<file path="src/rtl/qtrline.sv">
// QTR line sensor front end: debounces 8-bit samples and computes the signed line
// position as the mean of per-sensor weights. Exposed as a 4-register bus peripheral.
module qtrline (
   input  logic       CLK_I,
   input  logic       RST_I,
   input  logic       WE_I,
   input  logic       TGA_I,
   input  logic       STB_I,
   input  logic [7:0] ADR_I,
   input  logic [7:0] DAT_I,
   input  logic       samp_stb,
   input  logic [7:0] samp,
   output logic       STALL_O,
   output logic       ACK_O,
   output logic [7:0] DAT_O
);

   // state  | meaning
   // S_IDLE | waiting for a filtered change (req)
   // S_SUM  | weight sum and popcount of filtered
   // S_DIV  | 8 restoring-division steps, then sign fix-up
   // S_DONE | publish position, raise data_avail
   typedef enum logic [1:0] {S_IDLE, S_SUM, S_DIV, S_DONE} state_t;

   state_t      state_q, state_d;
   logic        req_q, req_d;
   logic [7:0]  filt_q, filt_d;
   logic [7:0]  cand_q, cand_d;
   logic [3:0]  stab_q, stab_d;
   logic        chk_q, chk_d;
   logic [7:0]  pos_q, pos_d;
   logic        avail_q, avail_d;
   logic [3:0]  deb_q, deb_d;
   logic [1:0]  ctrl_q, ctrl_d;
   logic [7:0]  quo_q, quo_d;
   logic [3:0]  rem_q, rem_d;
   logic [3:0]  cnt_q, cnt_d;
   logic        neg_q, neg_d;
   logic [3:0]  step_q, step_d;

   logic        myaddr, reg_wr, reg_rd;
   logic [7:0]  s_c;
   logic        acc_c, upd_c, avail_set;
   logic [3:0]  deb_eff;
   logic signed [9:0] sum_c;
   logic [3:0]  cnt_c;
   logic [7:0]  mag_c;
   logic [4:0]  trial_c;

   assign myaddr  = STB_I && (ADR_I[7:2] == 6'd0);
   assign reg_wr  = myaddr && TGA_I && WE_I;
   assign reg_rd  = myaddr && TGA_I && !WE_I;
   assign STALL_O = 1'b0;
   assign ACK_O   = myaddr;

   always_comb begin
      DAT_O = DAT_I;
      if (myaddr) begin
         if (!TGA_I) begin
            DAT_O = avail_q ? 8'h02 : 8'h00;
         end else begin
            case (ADR_I[1:0])
               2'd0:    DAT_O = pos_q;
               2'd1:    DAT_O = filt_q;
               2'd2:    DAT_O = {4'd0, deb_q};
               default: DAT_O = {6'd0, ctrl_q};
            endcase
         end
      end
   end

   // Weight of sensor i is 20*i - 70, so the line centre sits between sensors 3 and 4.
   always_comb begin
      sum_c = '0;
      cnt_c = '0;
      for (int i = 0; i < 8; i++) begin
         if (filt_q[i]) begin
            sum_c = sum_c + 10'(20 * i - 70);
            cnt_c = cnt_c + 4'd1;
         end
      end
      mag_c = sum_c[9] ? 8'(-sum_c) : 8'(sum_c);
   end

   assign trial_c = {rem_q, quo_q[7]};
   assign s_c     = samp ^ {8{ctrl_q[1]}};
   assign acc_c   = samp_stb && ctrl_q[0];
   assign deb_eff = (deb_q == 4'd0) ? 4'd1 : deb_q;
   assign upd_c   = chk_q && (stab_q >= deb_eff) && (cand_q != filt_q);

   always_comb begin
      state_d   = state_q;
      req_d     = req_q;
      filt_d    = filt_q;
      cand_d    = cand_q;
      stab_d    = stab_q;
      chk_d     = acc_c;
      pos_d     = pos_q;
      avail_d   = avail_q;
      deb_d     = deb_q;
      ctrl_d    = ctrl_q;
      quo_d     = quo_q;
      rem_d     = rem_q;
      cnt_d     = cnt_q;
      neg_d     = neg_q;
      step_d    = step_q;
      avail_set = 1'b0;

      if (acc_c) begin
         if (s_c == cand_q) begin
            stab_d = (stab_q == 4'd15) ? 4'd15 : stab_q + 4'd1;
         end else begin
            cand_d = s_c;
            stab_d = 4'd1;
         end
      end
      if (reg_wr && ADR_I[1:0] == 2'd2) begin
         deb_d  = DAT_I[3:0];
         stab_d = 4'd0;
      end
      if (reg_wr && ADR_I[1:0] == 2'd3) ctrl_d = DAT_I[1:0];
      if (upd_c) filt_d = cand_q;

      case (state_q)
         S_IDLE: begin
            if (req_q || upd_c) begin
               state_d = S_SUM;
               req_d   = 1'b0;
            end
         end
         S_SUM: begin
            quo_d   = mag_c;
            rem_d   = 4'd0;
            cnt_d   = cnt_c;
            neg_d   = sum_c[9];
            step_d  = 4'd0;
            state_d = S_DIV;
         end
         S_DIV: begin
            step_d = step_q + 4'd1;
            if (step_q == 4'd8) begin
               quo_d   = neg_q ? (~quo_q + 8'd1) : quo_q;
               state_d = S_DONE;
            end else if (trial_c >= {1'b0, cnt_q}) begin
               rem_d = 4'(trial_c - {1'b0, cnt_q});
               quo_d = {quo_q[6:0], 1'b1};
            end else begin
               rem_d = trial_c[3:0];
               quo_d = {quo_q[6:0], 1'b0};
            end
         end
         default: begin
            pos_d     = (cnt_q == 4'd0) ? 8'h80 : quo_q;
            avail_set = 1'b1;
            state_d   = S_IDLE;
         end
      endcase

      // A newer filtered value makes the running computation stale: drop it and rerun.
      if (state_q != S_IDLE && upd_c) begin
         state_d   = S_IDLE;
         req_d     = 1'b1;
         pos_d     = pos_q;
         avail_set = 1'b0;
      end

      if (reg_rd) avail_d = 1'b0;
      if (avail_set) avail_d = 1'b1;
   end

   always_ff @(posedge CLK_I) begin
      if (RST_I) begin
         state_q <= S_IDLE;
         req_q   <= 1'b0;
         filt_q  <= 8'h00;
         cand_q  <= 8'h00;
         stab_q  <= 4'd0;
         chk_q   <= 1'b0;
         pos_q   <= 8'h80;
         avail_q <= 1'b0;
         deb_q   <= 4'd1;
         ctrl_q  <= 2'b01;
         quo_q   <= 8'h00;
         rem_q   <= 4'd0;
         cnt_q   <= 4'd0;
         neg_q   <= 1'b0;
         step_q  <= 4'd0;
      end else begin
         state_q <= state_d;
         req_q   <= req_d;
         filt_q  <= filt_d;
         cand_q  <= cand_d;
         stab_q  <= stab_d;
         chk_q   <= chk_d;
         pos_q   <= pos_d;
         avail_q <= avail_d;
         deb_q   <= deb_d;
         ctrl_q  <= ctrl_d;
         quo_q   <= quo_d;
         rem_q   <= rem_d;
         cnt_q   <= cnt_d;
         neg_q   <= neg_d;
         step_q  <= step_d;
      end
   end

endmodule

</file>
<file path="config.mk">
export PLATFORM = sky130hd
export DESIGN_NAME = qtrline
export DESIGN_NICKNAME = d
export VERILOG_FILES = /design/src/rtl/qtrline.sv
export SDC_FILE = /design/constraint.sdc
export NUM_CORES = 1
export LEC_CHECK = 0
export BUFFER_PORTS_ARGS = -buffer_cell sky130_fd_sc_hd__buf_2
export CORE_MARGIN = 2
export CORE_UTILIZATION = 35
export CTS_BUF_LIST = sky130_fd_sc_hd__clkbuf_8
export DETAILED_ROUTE_END_ITERATION = 8
export GPL_TIMING_DRIVEN = 0
export SYNTH_ARGS = -nofsm -noshare
export SYNTH_HDL_FRONTEND = slang
export SYNTH_SLANG_ARGS = --single-unit
</file>
<file path="constraint.sdc">
create_clock -name CLK_I -period 4.6 [get_ports CLK_I]
set_input_delay 1.15 -clock CLK_I [delete_from_list [all_inputs] [get_ports CLK_I]]
set_output_delay 1.15 -clock CLK_I [all_outputs]
set_load 0.005 [all_outputs]
</file>
==> results of run 1 <==
==> logic make-up after synthesis <==
group                    after synthesis  share of synthesized area
flip-flops                            60                     0.2299
buffers and inverters                 70                    0.05557
multiplexers                          39                    0.08263
AND/OR/NAND/NOR                      231                     0.2134
XOR/XNOR                              68                     0.1226
adder cells (fa/ha/maj)               35                    0.08671
AO/OA/AOI/OAI                        152                     0.2084
other                                  1                  0.0007179
==> cell type report <==
cell class	count	area, sq um	area share
multi-input cells	526	4029	0.6287
flip-flops and latches	60	1209	0.1886
repair buffers	71	444.2	0.06931
well taps	184	230.2	0.03592
inverters	40	152.6	0.02382
clock buffers	11	151.4	0.02362
plain buffers	30	140.1	0.02187
clock inverters	5	52.55	0.008200
==> stage by stage <==
stage / setup slack [ns] / std cells
after CTS: 0.0008979 / 910
final: 0.08615 / 927
after floorplan: 0.01784 / 656
after global placement: -0.6577 / 877
after detailed placement: -0.6468 / 877
after global routing: -0.2864 / 927
==> per-layer routing <==
layer  vias up  track usage  part of all wire
met5         -            0                 0
met4         0      0.03814             0.010
met3        12      0.03059             0.028
met2        74       0.2710              0.47
met1      2243       0.2283              0.49
li1       2479            -                 -
==> repair_timing <==
| action | 4_1_cts | 5_1_grt |
|---|---|---|
| buffers inserted | 17 | 17 |
| resized for setup | 22 | 32 |
| pin swaps | 10 | 17 |
| endpoints found under the setup margin | 7 | 9 |
==> synth_stat cells (all sizes together) (8+ instances only) <==
cell    count
a211oi     14
a21oi      40
buf        10
clkbuf     20
dfxtp      60
ha         33
inv        40
mux2i      34
nand2      65
nand2b      9
nand3      16
nor2       72
nor2b       9
nor3       19
nor4        8
o21ai      31
xnor2      51
xor2       15
==> final timing paths <==
check	cells past startpoint	end	slack [ns]
max	22	quo_q[4]	0.09
min	2	pos_q[4]	0.46
max reg2reg	22	quo_q[4]	0.09
min reg2reg	2	pos_q[4]	0.46
==> tightest hold or removal path, delay by kind of cell (launching register included) <==
| family | cells | cell delay [ns] |
|---|---|---|
| flops | 1 | 0.31 |
| simple gates | 1 | 0.05 |
| compound gates | 1 | 0.05 |
==> registers in the layout (all words and copies together), names as in the netlist <==
signal   cells
stab_q       4
step_q       4
deb_q        4
state_q      2
pos_q        8
quo_q        8
rem_q        4
ctrl_q       2
req_q        1
cand_q       8
avail_q      1
neg_q        1
cnt_q        4
filt_q       8
chk_q        1
==> power breakdown <==
part | leakage, nW | total (mW) | internal [mW] | switching (mW)
Combinational | 1.81 | 0.742 | 0.320 | 0.422
Clock | 0.104 | 0.492 | 0.276 | 0.217
Sequential | 0.489 | 0.623 | 0.566 | 0.0574
==> results.toml, run 1 <==
[cts]
hold_buffers = 0
cts.reportedPaths.clkPinSlew_ns = 0.07
cts_buffer_depth = 2
clk_latency_ns = 0.35
cts_tree = "done"
cts_sinks = 60
cts_inserted_buffers = 9
htreeDepth = 3
cts_root_buffer = "clkbuf_8"

[timing]
finClkSkew_ns = 0.007893
fmax_mhz = 221.5
finalHoldViolCount = 0
fin_crit_ns = 4.514
holdWs_ns = 0.4633
fin_crit_sh = 0.9813
max-slew-margin-rel = 0.3088
worst_pin_slew_ns = 1.033
finalSetupTns_ns = 0
finalSetupViolCount = 0
slew_viol_final = 0
rsz0062_at_grt = "yes"

[setup_path]
r2r_start = "filt_q[0]"
cp.required_ns = 4.82
startpoint_type = "flip-flop"
crit_family = "compound AO/OA/AOI/OAI gates"
cp_num_buf_inv = 5
critPathKind = "flip-flop to flip-flop"
path_max_fanout = 10
cp-end-kind = "flip-flop"
crit_path_cell_trace = "inv_1 > ha_1 > buf_4 > mux2i_4 > ha_1 > nor2b_1 > xnor3_2 > buf_4 > o21a_1 > o31ai_4 > xnor2_4 > nor4_4 > xnor2_4 > nand2_1 > a31oi_2 > buf_4 > and3_1 > a211oi_4 > buf_4 > a21oi_1 > xnor2_1 > o32ai_1"
cp.arrival_ns = 4.74
cpMaxStageDelayCell = "nor4_4"
critPathMaxStageDelay_ns = 0.43
crit_start = "filt_q[0]"
cpMostUsedCell = "buf_4"

[finish]
final_nets = 803
drive_gt1_frac = 0.2194
fin_area_sq_um = 6409
nFillCells = 1485
final_common_cell = "nor2_1"
final_cell_mix = "70 x nor2_1, 63 x nand2_1, 58 x dfxtp_1"
post-route-util = 0.4409
antenna_cells = 0
area_growth_syn_to_layout_pct = 22.68

[power_and_ir_drop]
ir_drop_mv = 0.1839
total_power_mw = 1.858
power_density_nw_per_um2 = 289.8
p_leak_nw = 2.406

[die]
dieArea_sq_um = 15920
rows = 44
die_y_microns = 126.2
coreArea_sq_um = 14530
start_util = 0.3594
io_pins = 40
die_w_microns = 126.2

[logic_synthesis]
synth.avg_cell_area_sq_um = 7.963
synth-main-ff-cell = "dfxtp_1"
synthArstFlopShare = 0
postSynthCellCount = 656
syn_nets = 721
synth-seq-cells = 60
yosysUniqueCellTypes = 75
netlist_area_sq_um = 5224
ys_seq_area_frac = 0.2299
synth_top_area_frac = 0.2299
yosys-top-cells-area = "dfxtp_1 23%, xnor2_1 8.4%, ha_1 7.9%, mux2i_1 6.3%, nor2_1 5.2%"
yosysWarnings = 0
synth_top_cell_by_area = "dfxtp_1"
synth_edf_count = 0

[drt]
drt_iter0_markers = 327
drc = 0
ant_nets = 0
drt-pass1-iter-count = 5
routedWlPerCell_microns = 14.43
vias = 4808
wirelength_microns = 13380
post_drt_via_cell_ratio = 5.187

[global_routing]
grt_pass1_wl_microns = 21930
grt_max_degree = 11
grt_pass1_vias = 4444
grt-ovfl-total = 0
antenna_found_initial = 0
grt_usage = 0.1661

[status]
status = "finished clean"

[placement]
place_congestion = 0.8548
post_dp_cell_area_sq_um = 5658
port_buffers = 37
hpwl_microns = 9939

[run]
drv_cap = 0

[min_path]
min_path_type = "flip-flop to flip-flop"
holdCritStartpoint = "pos_q[4]"
No activity file was read; power rests on OpenSTA's default activity.
==> inputs of run 2 (changes only) <==
==> constraint.sdc (replaced) <==
create_clock -name CLK_I -period 4.5 [get_ports CLK_I]
set_input_delay 1.125 -clock CLK_I [delete_from_list [all_inputs] [get_ports CLK_I]]
set_output_delay 1.125 -clock CLK_I [all_outputs]
set_load 0.005 [all_outputs]
==> results.toml, run 2 (synthesis gave the netlist of run 1 again) <==
[status]
status = "finished with violations"
violations = "setup timing"

[die]
die_y_microns = 126.2
dieArea_sq_um = 15920
rows = 44
start_util = 0.3594
die_w_microns = 126.2
coreArea_sq_um = 14530
io_pins = 40

[drt]
routedWlPerCell_microns = 14.84
wirelength_microns = 13740
drc = 0
post_drt_via_cell_ratio = 5.244
drt-pass1-iter-count = 7
drt_iter0_markers = 241
ant_nets = 0
vias = 4856

[setup_path]
critPathMaxStageDelay_ns = 0.65
cpMaxStageDelayCell = "fa_2"
reg2reg_depth = 20
cp.arrival_ns = 4.76
path_max_fanout = 7
cp.required_ns = 4.75
cp-end-kind = "flip-flop"
critPathKind = "flip-flop to flip-flop"
cp.depth = 20
crit_start = "filt_q[1]"
cp_num_buf_inv = 5
crit_family = "compound AO/OA/AOI/OAI gates"
crit_path_cell_trace = "inv_2 > fa_2 > buf_6 > nor3b_4 > nor3_1 > nor3b_2 > buf_4 > nor4_4 > o31ai_4 > buf_12 > xor2_4 > o31ai_4 > nor2_1 > o211ai_1 > a21oi_2 > a211oi_4 > buf_6 > a21oi_2 > xor2_1 > a2111oi_2"
startpoint_type = "flip-flop"
r2r_start = "filt_q[1]"

[global_routing]
use_met2 = 0.2925
grt_usage = 0.1723
antenna_found_initial = 0
met1_usage = 0.2279
grt_max_degree = 11
use_met3 = 0.03186
grt_pass1_wl_microns = 22740
grt-ovfl-total = 0
busiest_layer = "met2"
grt_pass1_vias = 4629

[cts]
clk_latency_ns = 0.34
cts_inserted_buffers = 9
cts.reportedPaths.clkPinSlew_ns = 0.07
cts_tree = "done"
htreeDepth = 3
cts_buffer_depth = 2
cts_root_buffer = "clkbuf_8"
cts_sinks = 60

[power_and_ir_drop]
p_leak_nw = 2.426
power_density_nw_per_um2 = 297.5
total_power_mw = 1.928
ir_drop_mv = 0.1433

[finish]
area_growth_syn_to_layout_pct = 24.07
register_area_sq_um = 1209
final_common_cell = "nor2_1"
antenna_cells = 0
final_nets = 802
final_cell_mix = "69 x nor2_1, 65 x nand2_1, 58 x dfxtp_1"
multiInputGateArea_sq_um = 4074
fin_area_sq_um = 6481
nFillCells = 1501
drive_gt1_frac = 0.2345

[timing]
layout_setup_ws_ns = -0.007355
max-slew-margin-rel = 0.3342
finalSetupViolCount = 1
fin_crit_sh = 1.002
fmax_mhz = 221.9
fin_crit_ns = 4.507
rsz0062_at_grt = "yes"
slew_viol_final = 0
finalHoldViolCount = 0
finClkSkew_ns = 0.009815
worst_pin_slew_ns = 0.9950

[min_path]
min_delay_path_depth = 2
min_path_type = "flip-flop to flip-flop"
holdCritStartpoint = "pos_q[2]"

[placement]
hpwl_microns = 10080
place_congestion = 0.8550
port_buffers = 37
post_dp_cell_area_sq_um = 5659

[run]
drv_cap = 0
## run 2: path summary, 6_finish.rpt
kind	endpoint	slack, ns
setup / recovery	quo_q[3]	-0.007
hold / removal	pos_q[2]	0.46
setup reg to reg	quo_q[3]	-0.007
hold reg to reg	pos_q[2]	0.46
## run 2: metrics by stage
stage | setup slack (ns) | hold slack (ns) | std cells | util | TNS (ns)
2_1_floorplan | 0.01051 | 0.4290 | 656 | - | 0
3_3_place_gp | -0.5988 | 0.4498 | 877 | 0.3894 | -3.185
5_1_grt | -0.2864 | 0.4842 | 926 | 0.4459 | -1.298
4_1_cts | 0.008032 | 0.4637 | 912 | 0.4279 | 0
3_5_place_dp | -0.6492 | 0.4473 | 877 | 0.3894 | -3.560
6_report | -0.007355 | 0.4602 | 926 | 0.4459 | -0.007355
## run 2: layout make-up
type,count,area share
Buffer,30,0.02162
Clock buffer,13,0.02761
Clock inverter,3,0.006564
Inverter,40,0.02317
Multi-Input combinational cell,526,0.6286
Sequential cell,60,0.1865
Tap cell,184,0.03552
Timing Repair Buffer,70,0.07046
## run 2: metal layers
metal / vias to the layer above / wire (microns)
met3: 12 / 582
li1: 2477 / -
met2: 107 / 6678
met5: - / 0
met1: 2260 / 6332
met4: 0 / 147
## run 2: worst reg2reg max path: stages, from the launching register on
cell and delay, ns:
dfxtp_4 0.37, inv_2 0.06, fa_2 0.65, buf_6 0.13
nor3b_4 0.21, nor3_1 0.08, nor3b_2 0.42, buf_4 0.21
nor4_4 0.04, o31ai_4 0.27, buf_12 0.16, xor2_4 0.09
o31ai_4 0.32, nor2_1 0.11, o211ai_1 0.32, a21oi_2 0.13
a211oi_4 0.21, buf_6 0.15, a21oi_2 0.06, xor2_1 0.15
a2111oi_2 0.28
## run 2: power by group
part           leakage [nW]  total (mW)  switching, mW  internal (mW)
Sequential            0.489       0.638         0.0600          0.578
Combinational          1.82       0.756          0.436          0.320
Clock                 0.112       0.534          0.219          0.315
Total                  2.43        1.93          0.715           1.21
## run 2: timing repair
action | 4_1_cts | 5_1_grt
resized for setup | 32 | 29
hold buffers | 0 | 0
setup endpoints to repair | 8 | 8
pin swaps | 15 | 23
endpoints found under the hold margin | 0 | 0
buffers inserted | 19 | 16
==> inputs of run 3 (changes only) <==
--- a/config.mk
+++ b/config.mk
@@ -5,7 +5,7 @@
 export SDC_FILE = /design/constraint.sdc
 export NUM_CORES = 1
 export LEC_CHECK = 0
-export BUFFER_PORTS_ARGS = -buffer_cell sky130_fd_sc_hd__buf_2
+export BUFFER_PORTS_ARGS = -buffer_cell sky130_fd_sc_hd__buf_4
 export CORE_MARGIN = 2
 export CORE_UTILIZATION = 35
 export CTS_BUF_LIST = sky130_fd_sc_hd__clkbuf_8
==> results.toml, run 3 (synthesis gave the netlist of run 1 again) <==
[placement]
dp.cells = 877
post_dp_cell_area_sq_um = 5752
hpwl_microns = 10430
place_congestion = 0.8941
port_buffers = 37

[drt]
drt_iter0_markers = 266
routedWlPerCell_microns = 15.12
wirelength_microns = 14170
drt-pass1-iter-count = 5
drc = 0
vias = 5005
post_drt_via_cell_ratio = 5.342
ant_nets = 0

[global_routing]
grt-ovfl-total = 0
antenna_found_initial = 0
grt_usage = 0.1727
grt_pass1_vias = 4778
grt_pass1_wl_microns = 22900
grt_max_degree = 11

[cts]
cts_inserted_buffers = 9
cts_root_buffer = "clkbuf_8"
cts_tree = "done"
hold_buffers = 0
cts.reportedPaths.clkPinSlew_ns = 0.06
cts_buffer_depth = 2
cts_sinks = 60
clk_latency_ns = 0.35
htreeDepth = 3

[finish]
area_growth_syn_to_layout_pct = 27.40
drive_gt1_frac = 0.2417
final_nets = 814
layout.cells.non_filler = 937
final_common_cell = "buf_4"
antenna_cells = 0
fin_area_sq_um = 6655
final_cell_mix = "79 x buf_4, 69 x nor2_1, 64 x nand2_1"

[power_and_ir_drop]
total_power_mw = 1.953
power_density_nw_per_um2 = 293.4
p_leak_nw = 2.518
ir_drop_mv = 0.2043

[timing]
finalSetupViolCount = 3
finalSetupTns_ns = -0.03557
fin_crit_ns = 4.523
worst_pin_slew_ns = 1.026
slew_viol_final = 0
layout_setup_ws_ns = -0.02312
finalHoldViolCount = 0
fmax_mhz = 221.1
rsz0062_at_grt = "yes"
max-slew-margin-rel = 0.3138
holdWs_ns = 0.4668
fin_crit_sh = 1.005
finClkSkew_ns = 0.01099

[die]
dieArea_sq_um = 15920
start_util = 0.3594
die_y_microns = 126.2
rows = 44
io_pins = 40
die_w_microns = 126.2
coreArea_sq_um = 14530

[setup_path]
r2r_setup_slack_ns = -0.02
cp-end-kind = "flip-flop"
startpoint_type = "flip-flop"
cp.arrival_ns = 4.73
reg2reg_depth = 22
critPathKind = "flip-flop to flip-flop"
r2r-end = "quo_q[7]"
cp.required_ns = 4.71
path_max_fanout = 5
r2r_start = "filt_q[1]"

[status]
status = "finished with violations"
violations = "setup timing"

[min_path]
min_delay_path_depth = 2
holdCritStartpoint = "pos_q[3]"
min_to = "pos_q[3]"
min_path_type = "flip-flop to flip-flop"

[run]
drv_cap = 0
run 3: repair_timing:
| item | CTS | global route |
|---|---|---|
| gates resized for setup | 43 | 28 |
| endpoints found under the setup margin | 7 | 10 |
| pin swaps | 25 | 15 |
| buffers inserted | 28 | 17 |
run 3: layout make-up:
class | count | area, sq um
repair buffers | 82 | 634.4
plain buffers | 30 | 146.4
clock buffers | 12 | 165.2
well taps | 184 | 230.2
clock inverters | 3 | 37.54
inverters | 40 | 152.6
multi-input cells | 526 | 4080
flip-flops and latches | 60 | 1209
fillers | 1388 | 7879
run 3: how the worst max path moves through the flow:
stage	start	end	cells after the start
CTS	filt_q[1]	quo_q[2]	20
detailed placement	filt_q[0]	quo_q[3]	20
global route	filt_q[1]	quo_q[3]	20
finish	filt_q[1]	quo_q[7]	22
global placement	filt_q[0]	quo_q[3]	18
floorplan	filt_q[1]	quo_q[3]	19
run 3: power by group:
group,leakage (nW),switching [mW],total (mW),internal (mW)
clock network,0.111,0.211,0.505,0.294
logic,1.92,0.461,0.810,0.349
registers,0.489,0.0596,0.638,0.578
run 3: critical path, cell delays in order (launching register included):
cell	delay (ns)
dfxtp_4	0.38
inv_4	0.05
fa_2	0.51
buf_6	0.15
buf_4	0.13
inv_2	0.08
o2bb2ai_2	0.08
o31a_1	0.37
buf_4	0.17
nor4_4	0.22
o31ai_4	0.14
buf_4	0.17
nor4_4	0.28
xnor2_2	0.18
buf_4	0.16
nor2b_4	0.04
o211ai_1	0.25
a21oi_2	0.11
a211oi_4	0.34
buf_4	0.17
a22oi_2	0.08
xnor2_2	0.18
o32ai_1	0.12
run 3: per-layer routing:
| layer | vias to the layer above | wire length (microns) | track usage |
|---|---|---|---|
| met5 | - | 0 | 0 |
| met4 | 0 | 206 | 0.04590 |
| met3 | 20 | 550 | 0.03398 |
| met2 | 115 | 7128 | 0.3055 |
| met1 | 2359 | 6279 | 0.2142 |
| li1 | 2511 | - | - |
run 3: metrics by stage:
stage / util / setup WS [ns]
after global placement: 0.3957 / -0.5045
after global routing: 0.4579 / -0.2588
after CTS: 0.4409 / -0.02585
after floorplan: - / 0.01051
after detailed placement: 0.3957 / -0.6635
final: 0.4579 / -0.02312
